### src/rtl/decode_execute_reg.sv
// Decode/execute pipeline register with load-use hazard detection,
// flush/stall priority and a saturating bubble counter.
module decode_execute_reg #(
  parameter int unsigned DATA_W = 32
) (
  input  logic              clk,
  input  logic              rst_n,
  input  logic              id_valid_i,
  input  logic [1:0]        id_branch_i,
  input  logic [1:0]        id_alusrc_i,
  input  logic [1:0]        id_aluop_i,
  input  logic              id_resultsrc_i,
  input  logic              id_regsrc_i,
  input  logic              id_regwrite_i,
  input  logic              id_memwrite_i,
  input  logic [DATA_W-1:0] id_rd1_i,
  input  logic [DATA_W-1:0] id_rd2_i,
  input  logic [DATA_W-1:0] id_imm_i,
  input  logic [DATA_W-1:0] id_pc_i,
  input  logic [4:0]        id_rs1_i,
  input  logic [4:0]        id_rs2_i,
  input  logic [4:0]        id_rd_i,
  input  logic [2:0]        id_funct3_i,
  input  logic              flush_i,
  input  logic              stall_i,
  output logic              ex_valid_o,
  output logic [1:0]        ex_branch_o,
  output logic [1:0]        ex_alusrc_o,
  output logic [1:0]        ex_aluop_o,
  output logic              ex_resultsrc_o,
  output logic              ex_regsrc_o,
  output logic              ex_regwrite_o,
  output logic              ex_memwrite_o,
  output logic [DATA_W-1:0] ex_rd1_o,
  output logic [DATA_W-1:0] ex_rd2_o,
  output logic [DATA_W-1:0] ex_imm_o,
  output logic [DATA_W-1:0] ex_pc_o,
  output logic [4:0]        ex_rs1_o,
  output logic [4:0]        ex_rs2_o,
  output logic [4:0]        ex_rd_o,
  output logic [2:0]        ex_funct3_o,
  output logic              stall_o,
  output logic [15:0]       bubble_cnt_o
);

  localparam int unsigned CNT_W = 16;
  localparam int unsigned REG_W = 5;
  localparam int unsigned F3_W  = 3;
  localparam logic [CNT_W-1:0] CNT_MAX = '1;

  typedef struct packed {
    logic [1:0] branch;
    logic [1:0] alusrc;
    logic [1:0] aluop;
    logic       resultsrc;
    logic       regsrc;
    logic       regwrite;
    logic       memwrite;
  } ctrl_t;

  typedef struct packed {
    logic [DATA_W-1:0] rd1;
    logic [DATA_W-1:0] rd2;
    logic [DATA_W-1:0] imm;
    logic [DATA_W-1:0] pc;
    logic [REG_W-1:0]  rs1;
    logic [REG_W-1:0]  rs2;
    logic [REG_W-1:0]  rd;
    logic [F3_W-1:0]   funct3;
  } data_t;

  logic             valid_q, valid_d;
  ctrl_t            ctrl_q, ctrl_d;
  data_t            data_q, data_d;
  logic [CNT_W-1:0] bubble_cnt_q, bubble_cnt_d;
  logic             hazard_c;
  ctrl_t            id_ctrl;
  data_t            id_data;

  assign id_ctrl = '{branch: id_branch_i, alusrc: id_alusrc_i, aluop: id_aluop_i,
                     resultsrc: id_resultsrc_i, regsrc: id_regsrc_i,
                     regwrite: id_regwrite_i, memwrite: id_memwrite_i};
  assign id_data = '{rd1: id_rd1_i, rd2: id_rd2_i, imm: id_imm_i, pc: id_pc_i,
                     rs1: id_rs1_i, rs2: id_rs2_i, rd: id_rd_i, funct3: id_funct3_i};

  // Load in EX whose destination is read by the instruction in decode
  assign hazard_c = valid_q && ctrl_q.resultsrc && ctrl_q.regwrite &&
                    (data_q.rd != '0) && id_valid_i &&
                    ((data_q.rd == id_rs1_i) || (data_q.rd == id_rs2_i));

  assign stall_o = hazard_c | stall_i;

  // Next-state selection: flush > stall > bubble > advance
  always_comb begin
    valid_d      = valid_q;
    ctrl_d       = ctrl_q;
    data_d       = data_q;
    bubble_cnt_d = bubble_cnt_q;
    if (flush_i) begin
      valid_d = 1'b0;
      ctrl_d  = '0;
    end else if (stall_i) begin
      valid_d = valid_q;
    end else if (hazard_c) begin
      valid_d = 1'b0;
      ctrl_d  = '0;
      if (bubble_cnt_q != CNT_MAX) begin
        bubble_cnt_d = bubble_cnt_q + CNT_W'(1);
      end
    end else begin
      valid_d = id_valid_i;
      ctrl_d  = id_valid_i ? id_ctrl : '0;
      data_d  = id_data;
    end
  end

  // Pipeline state, cleared asynchronously
  always_ff @(posedge clk or negedge rst_n) begin
    if (!rst_n) begin
      valid_q      <= 1'b0;
      ctrl_q       <= '0;
      data_q       <= '0;
      bubble_cnt_q <= '0;
    end else begin
      valid_q      <= valid_d;
      ctrl_q       <= ctrl_d;
      data_q       <= data_d;
      bubble_cnt_q <= bubble_cnt_d;
    end
  end

  assign ex_valid_o     = valid_q;
  assign ex_branch_o    = ctrl_q.branch;
  assign ex_alusrc_o    = ctrl_q.alusrc;
  assign ex_aluop_o     = ctrl_q.aluop;
  assign ex_resultsrc_o = ctrl_q.resultsrc;
  assign ex_regsrc_o    = ctrl_q.regsrc;
  assign ex_regwrite_o  = ctrl_q.regwrite;
  assign ex_memwrite_o  = ctrl_q.memwrite;
  assign ex_rd1_o       = data_q.rd1;
  assign ex_rd2_o       = data_q.rd2;
  assign ex_imm_o       = data_q.imm;
  assign ex_pc_o        = data_q.pc;
  assign ex_rs1_o       = data_q.rs1;
  assign ex_rs2_o       = data_q.rs2;
  assign ex_rd_o        = data_q.rd;
  assign ex_funct3_o    = data_q.funct3;
  assign bubble_cnt_o   = bubble_cnt_q;

endmodule

### config.mk
export PLATFORM = sky130hd
export DESIGN_NAME = decode_execute_reg
export DESIGN_NICKNAME = d
export VERILOG_FILES = /design/src/rtl/decode_execute_reg.sv
export SDC_FILE = /design/constraint.sdc
export NUM_CORES = 1
export LEC_CHECK = 0
export ABC_AREA = 1
export CAP_MARGIN = 20
export CELL_PAD_IN_SITES_DETAIL_PLACEMENT = 0
export CELL_PAD_IN_SITES_GLOBAL_PLACEMENT = 1
export CORE_MARGIN = 2
export CORE_UTILIZATION = 32
export DETAILED_ROUTE_END_ITERATION = 10
export PLACE_DENSITY_LB_ADDON = 0.3
export SLEW_MARGIN = 20
export SYNTH_ARGS = -nofsm -noshare
export SYNTH_HDL_FRONTEND = slang
export SYNTH_SLANG_ARGS = --single-unit
### constraint.sdc
create_clock -name clk -period 2.6 [get_ports clk]
set_input_delay 0.52 -clock clk [delete_from_list [all_inputs] [get_ports clk]]
set_output_delay 0.52 -clock clk [all_outputs]
set_load 0.01 [all_outputs]
Word level (Yosys, flattened, before mapping)
Cells that the tools add are included.
Widths: inputs -> output; s select.
{"block": "op_classes", "n_addsub": 1, "eq_ne": 4, "muxes": 7, "bitwise": 4, "reduce_logical": 9}
{"op": "$mux 10", "n": 4}
{"op": "$add 16x1->16 const B", "n": 1}
{"op": "$ne 16x16->1 const B", "n": 1}
{"op": "$eq 5x5->1", "n": 2}
{"op": "$logic_and 1x1->1", "n": 5}
{"op": "$reduce_bool 5->1", "n": 1}
{"op": "$reduce_and 4->1", "n": 1}
{"op": "$mux 1", "n": 3}
{"op": "$not 1->1", "n": 3}
{"op": "$reduce_and 3->1", "n": 1}
{"op": "$ne 2x2->1 const B", "n": 1}
{"op": "$logic_or 1x1->1", "n": 1}
{"op": "$or 1x1->1", "n": 1}
{"block": "totals", "reg_bits": 173, "out_inout_bits": 174, "elab_cells": 42}

Logic depth before layout (Yosys ltp)
Gate-level depths: netlist of the first run.
{"block": "depth", "depth_word": 8, "depth_mapped": 12, "depth_no_buf": 10}

Least setup slack after synthesis of the first run
Ideal clock, no wire load.
{"block": "synth_path", "path_type": "input to output", "startpoint": "input port id_rs2_i[0]", "endpoint": "output port stall_o", "arrival_ns": 1.424, "t_required_ns": 2.080, "setup_slack_ns": 0.656, "cell_stages": 10, "path_buffers": 2, "path_cell_list": "nand2_1 clkinv_1 nor2_1 nor2_1 nand3_1 nand2_2 nand2_4 buf_2 buf_2 nand2_1"}
{"block": "synth_via", "elab_chain_len": 4}
{"element": "from (decl)", "line": "21", "rtl": "input logic [4:0] id_rs2_i,"}
{"element": "$eq 5x5->1", "line": "89", "rtl": "((data_q.rd == id_rs1_i) || (data_q.rd == id_rs2_i));"}
{"element": "$logic_or 1x1->1", "line": "89"}
{"element": "$logic_and 1x1->1", "line": "88", "rtl": "(data_q.rd != '0) && id_valid_i &&"}
{"element": "$or 1x1->1", "line": "91", "rtl": "assign stall_o = hazard_c | stall_i;"}
{"element": "to (decl)", "line": "42", "rtl": "output logic stall_o,"}
Every way passes these cells.

Final worst setup path of the first run
{"block": "layout_path", "startpoint": "input port id_rs2_i[4]", "endpoint": "output port stall_o"}
The elaborated chain is that of the path after synthesis.

==> out/qor.csv, run 1 <==
metric,value,unit
clk_lat worst skew,430,ps
DR DRC count,0,
highest clock rate,406.6,MHz
"reg-to-reg slack, setup",620,ps
# IOs,335,
largest net degree at the start of global routing,68,
Ant. Diodes,0,
Starting Density,0.3245,
gpl congestion,0.7795,
maximum vdd drop,0.0003537,V
Max-Cap Viols,0,
Root Driver,clkbuf_16,
die area,24040,µm²
Syn Nets,1018,
reg2reg end,ex_rd2_o[15]$_DFFE_PN0P_,
Global Route Usage Sum,0.1986,
share of cells above drive strength 1,0.05676,
first-pass GRT wire length,37830,µm
R2R cell count,9,
CTS H-tree depth,4,
Post-synth EDFFs,0,
initial DRC count,354,
PnR worst setup slack,140.4,ps
clock sinks,173,
"Top FF cell, synth",dfrtp_1,
final hold violations,0,
Unique masters post-synth,21,
post-DR vias/cell,4.567,
fin cells,1483,
leakage power,5.632,nW
outcome,finished clean,
"CTS clk-pin slew, worst paths",70,ps
antenna violations before repair,0,
vias in the first global route,6918,
worst slew pin tran,565.1,ps
number of synthesis warnings,0,
post-place setup slack,-175.3,ps
minimum clock period,2460,ps
# nets final,1347,
DR WL/cell,16.07,µm
Slew Limit Fails,0,
first-pass iteration count of the detailed router,5,
reg2reg start,ex_rd_o[0]$_DFFE_PN0P_,
clock tree buffer depth,2,
via count,6773,
setup TNS,0,ps
CP max FO,2,
utilization after layout,0.5178,
total grt overflow,0,
ys async rst share,1.000,
Hold Buf Count CTS,0,
CTS buffer count,17,
CTS tree,done,
row count,55,
worst hold margin,21.91,ps
Post-DRT Antenna Nets,0,
Min-Delay Path Class,primary input to asynchronous set/reset pin,
Detail Placement HPWL,16880,µm
post-CTS setup buffers,0,
RSZ-0062 raised after global routing,no,
Post-Syn Area per Cell,8.530,µm²
die height,155.1,µm
Worst Skew,16.30,ps
CP Launch Point,id_rs2_i[4],
crit share post-route,0.9460,
Chip Width,155.1,µm
#FFs+latches synth,173,
Setup Viol. Count Final,0,
layout overhead on the synthesized area,59.56,%
Port Buf Inserts,334,
Slew headroom,0.6233,
Gate Count Post-Synth,856,
share of the synthesized area in the top cell type,0.5929,
CP endpoint kind,output port,
Crit Path Class,primary input to output port,
post-synthesis sequential area ratio,0.5929,
CP Launch Type,primary input,
Synth area leader,dfrtp_1,
Pwr per Cell Area,629.1,nW/µm²
dpl cells,1451,
post-synthesis instance area,7302,µm²
Worst EP required,2080,ps
DRT Wirelength,23830,µm
core box area,22500,µm²
data arrival time of the worst path,1940,ps
PostCTS Resize Cnt,1,
leading post-synthesis cells by cell area,"dfrtp_1 59%, nand2_1 20%, nand3_1 10%, nand4_1 1.3%, buf_2 1.2%",
-- state kept, by name, summed over array words and instances, names as in the netlist, 3 cells and up --
signal and cells:
ex_rd1_o 32, ex_funct3_o 3, ex_rs1_o 5, ex_pc_o 32
ex_imm_o 32, ex_rd_o 5, ex_rs2_o 5, bubble_cnt_o 16
ex_rd2_o 32
-- placed cells by master (no fill, tap or decap), types with 2 or more instances in the layout --
master / instances
buf_12: 7
buf_4: 21
bufinv_16: 2
clkbuf_1: 2
clkbuf_16: 17
clkdlybuf4s50_1: 332
clkinv_4: 2
clkinvlp_4: 2
dfrtp_1: 173
inv_1: 18
inv_2: 4
inv_6: 4
inv_8: 2
nand2_1: 391
nand2_4: 2
nand3_1: 151
nand4_1: 15
nor2_1: 18
nor3_1: 3
o21ai_0: 7
xnor2_1: 9
xor2_1: 7
-- where the power goes --
group,internal [mW],switching [mW],total [mW]
Clock,1.47,1.17,2.64
Combinational,0.879,0.656,1.53
Sequential,2.98,0.173,3.15
-- worst max-delay path, cell delays in order --
cell and delay, ps:
clkdlybuf4s50_1 480, inv_1 60, nand2_1 50, nand2_1 50, nor2_1 160, nand3_1 110
nand2_2 130, nand2_4 50, nand2_1 50, clkdlybuf4s15_1 280
-- layout make-up --
| type | instances | area, µm² |
|---|---|---|
| Sequential cell | 173 | 4329 |
| Multi-Input combinational cell | 608 | 2640 |
| Clock inverter | 12 | 150.1 |
| Timing Repair Buffer | 362 | 3642 |
| Inverter | 23 | 86.33 |
| Clock buffer | 20 | 446.7 |
| Tap cell | 285 | 356.6 |
| Fill cell | 2138 | 10850 |
-- metal layers --
layer	GRT usage	up-vias	routed length (µm)
met4	0.05820	0	320
met2	0.3274	239	11290
met3	0.06657	24	2016
met1	0.2489	3131	10210
met5	0	-	0
li1	-	3379	-
-- Yosys cell counts (3+ instances only) --
library cell	n
buf_1	4
buf_2	18
buf_4	9
clkbuf_1	21
dfrtp_1	173
inv_1	18
inv_2	4
nand2_1	391
nand3_1	151
nand4_1	15
nor2_1	18
nor3_1	3
o21ai_0	7
xnor2_1	9
xor2_1	7
-- how the worst max path moves through the flow --
stage | to | slack [ps] | depth (start not counted)
floorplan | stall_o | 660 | 10
global placement | stall_o | -170 | 10
detailed placement | stall_o | -180 | 10
CTS | stall_o | 90 | 10
global route | stall_o | 20 | 10
finish | stall_o | 140 | 10
-- metrics by stage --
stage	area [µm²]	power, mW
6_report	11650	7.329
3_5_place_dp	11050	4.761
3_3_place_gp	11050	4.747
2_1_floorplan	7302	3.684
4_1_cts	11650	7.425
5_1_grt	11650	7.698
-- logic make-up after synthesis --
kind of cell	Yosys count	synth area share
fa+ha+maj	1	0.001713
buf+inv	75	0.04626
xor+xnor	16	0.01919
flops	173	0.5929
simple gates	584	0.3352
compound gates	7	0.004797
Note: power is estimated with default switching activity, not from simulation.
==> inputs of run 2 (changes only) <==
--- a/config.mk
+++ b/config.mk
@@ -6,7 +6,6 @@
 export NUM_CORES = 1
 export LEC_CHECK = 0
 export ABC_AREA = 1
-export CAP_MARGIN = 20
 export CELL_PAD_IN_SITES_DETAIL_PLACEMENT = 0
 export CELL_PAD_IN_SITES_GLOBAL_PLACEMENT = 1
 export CORE_MARGIN = 2
==> results of run 2 <==
Same layout as run 1: the final DEF is identical, and so are final timing and power.
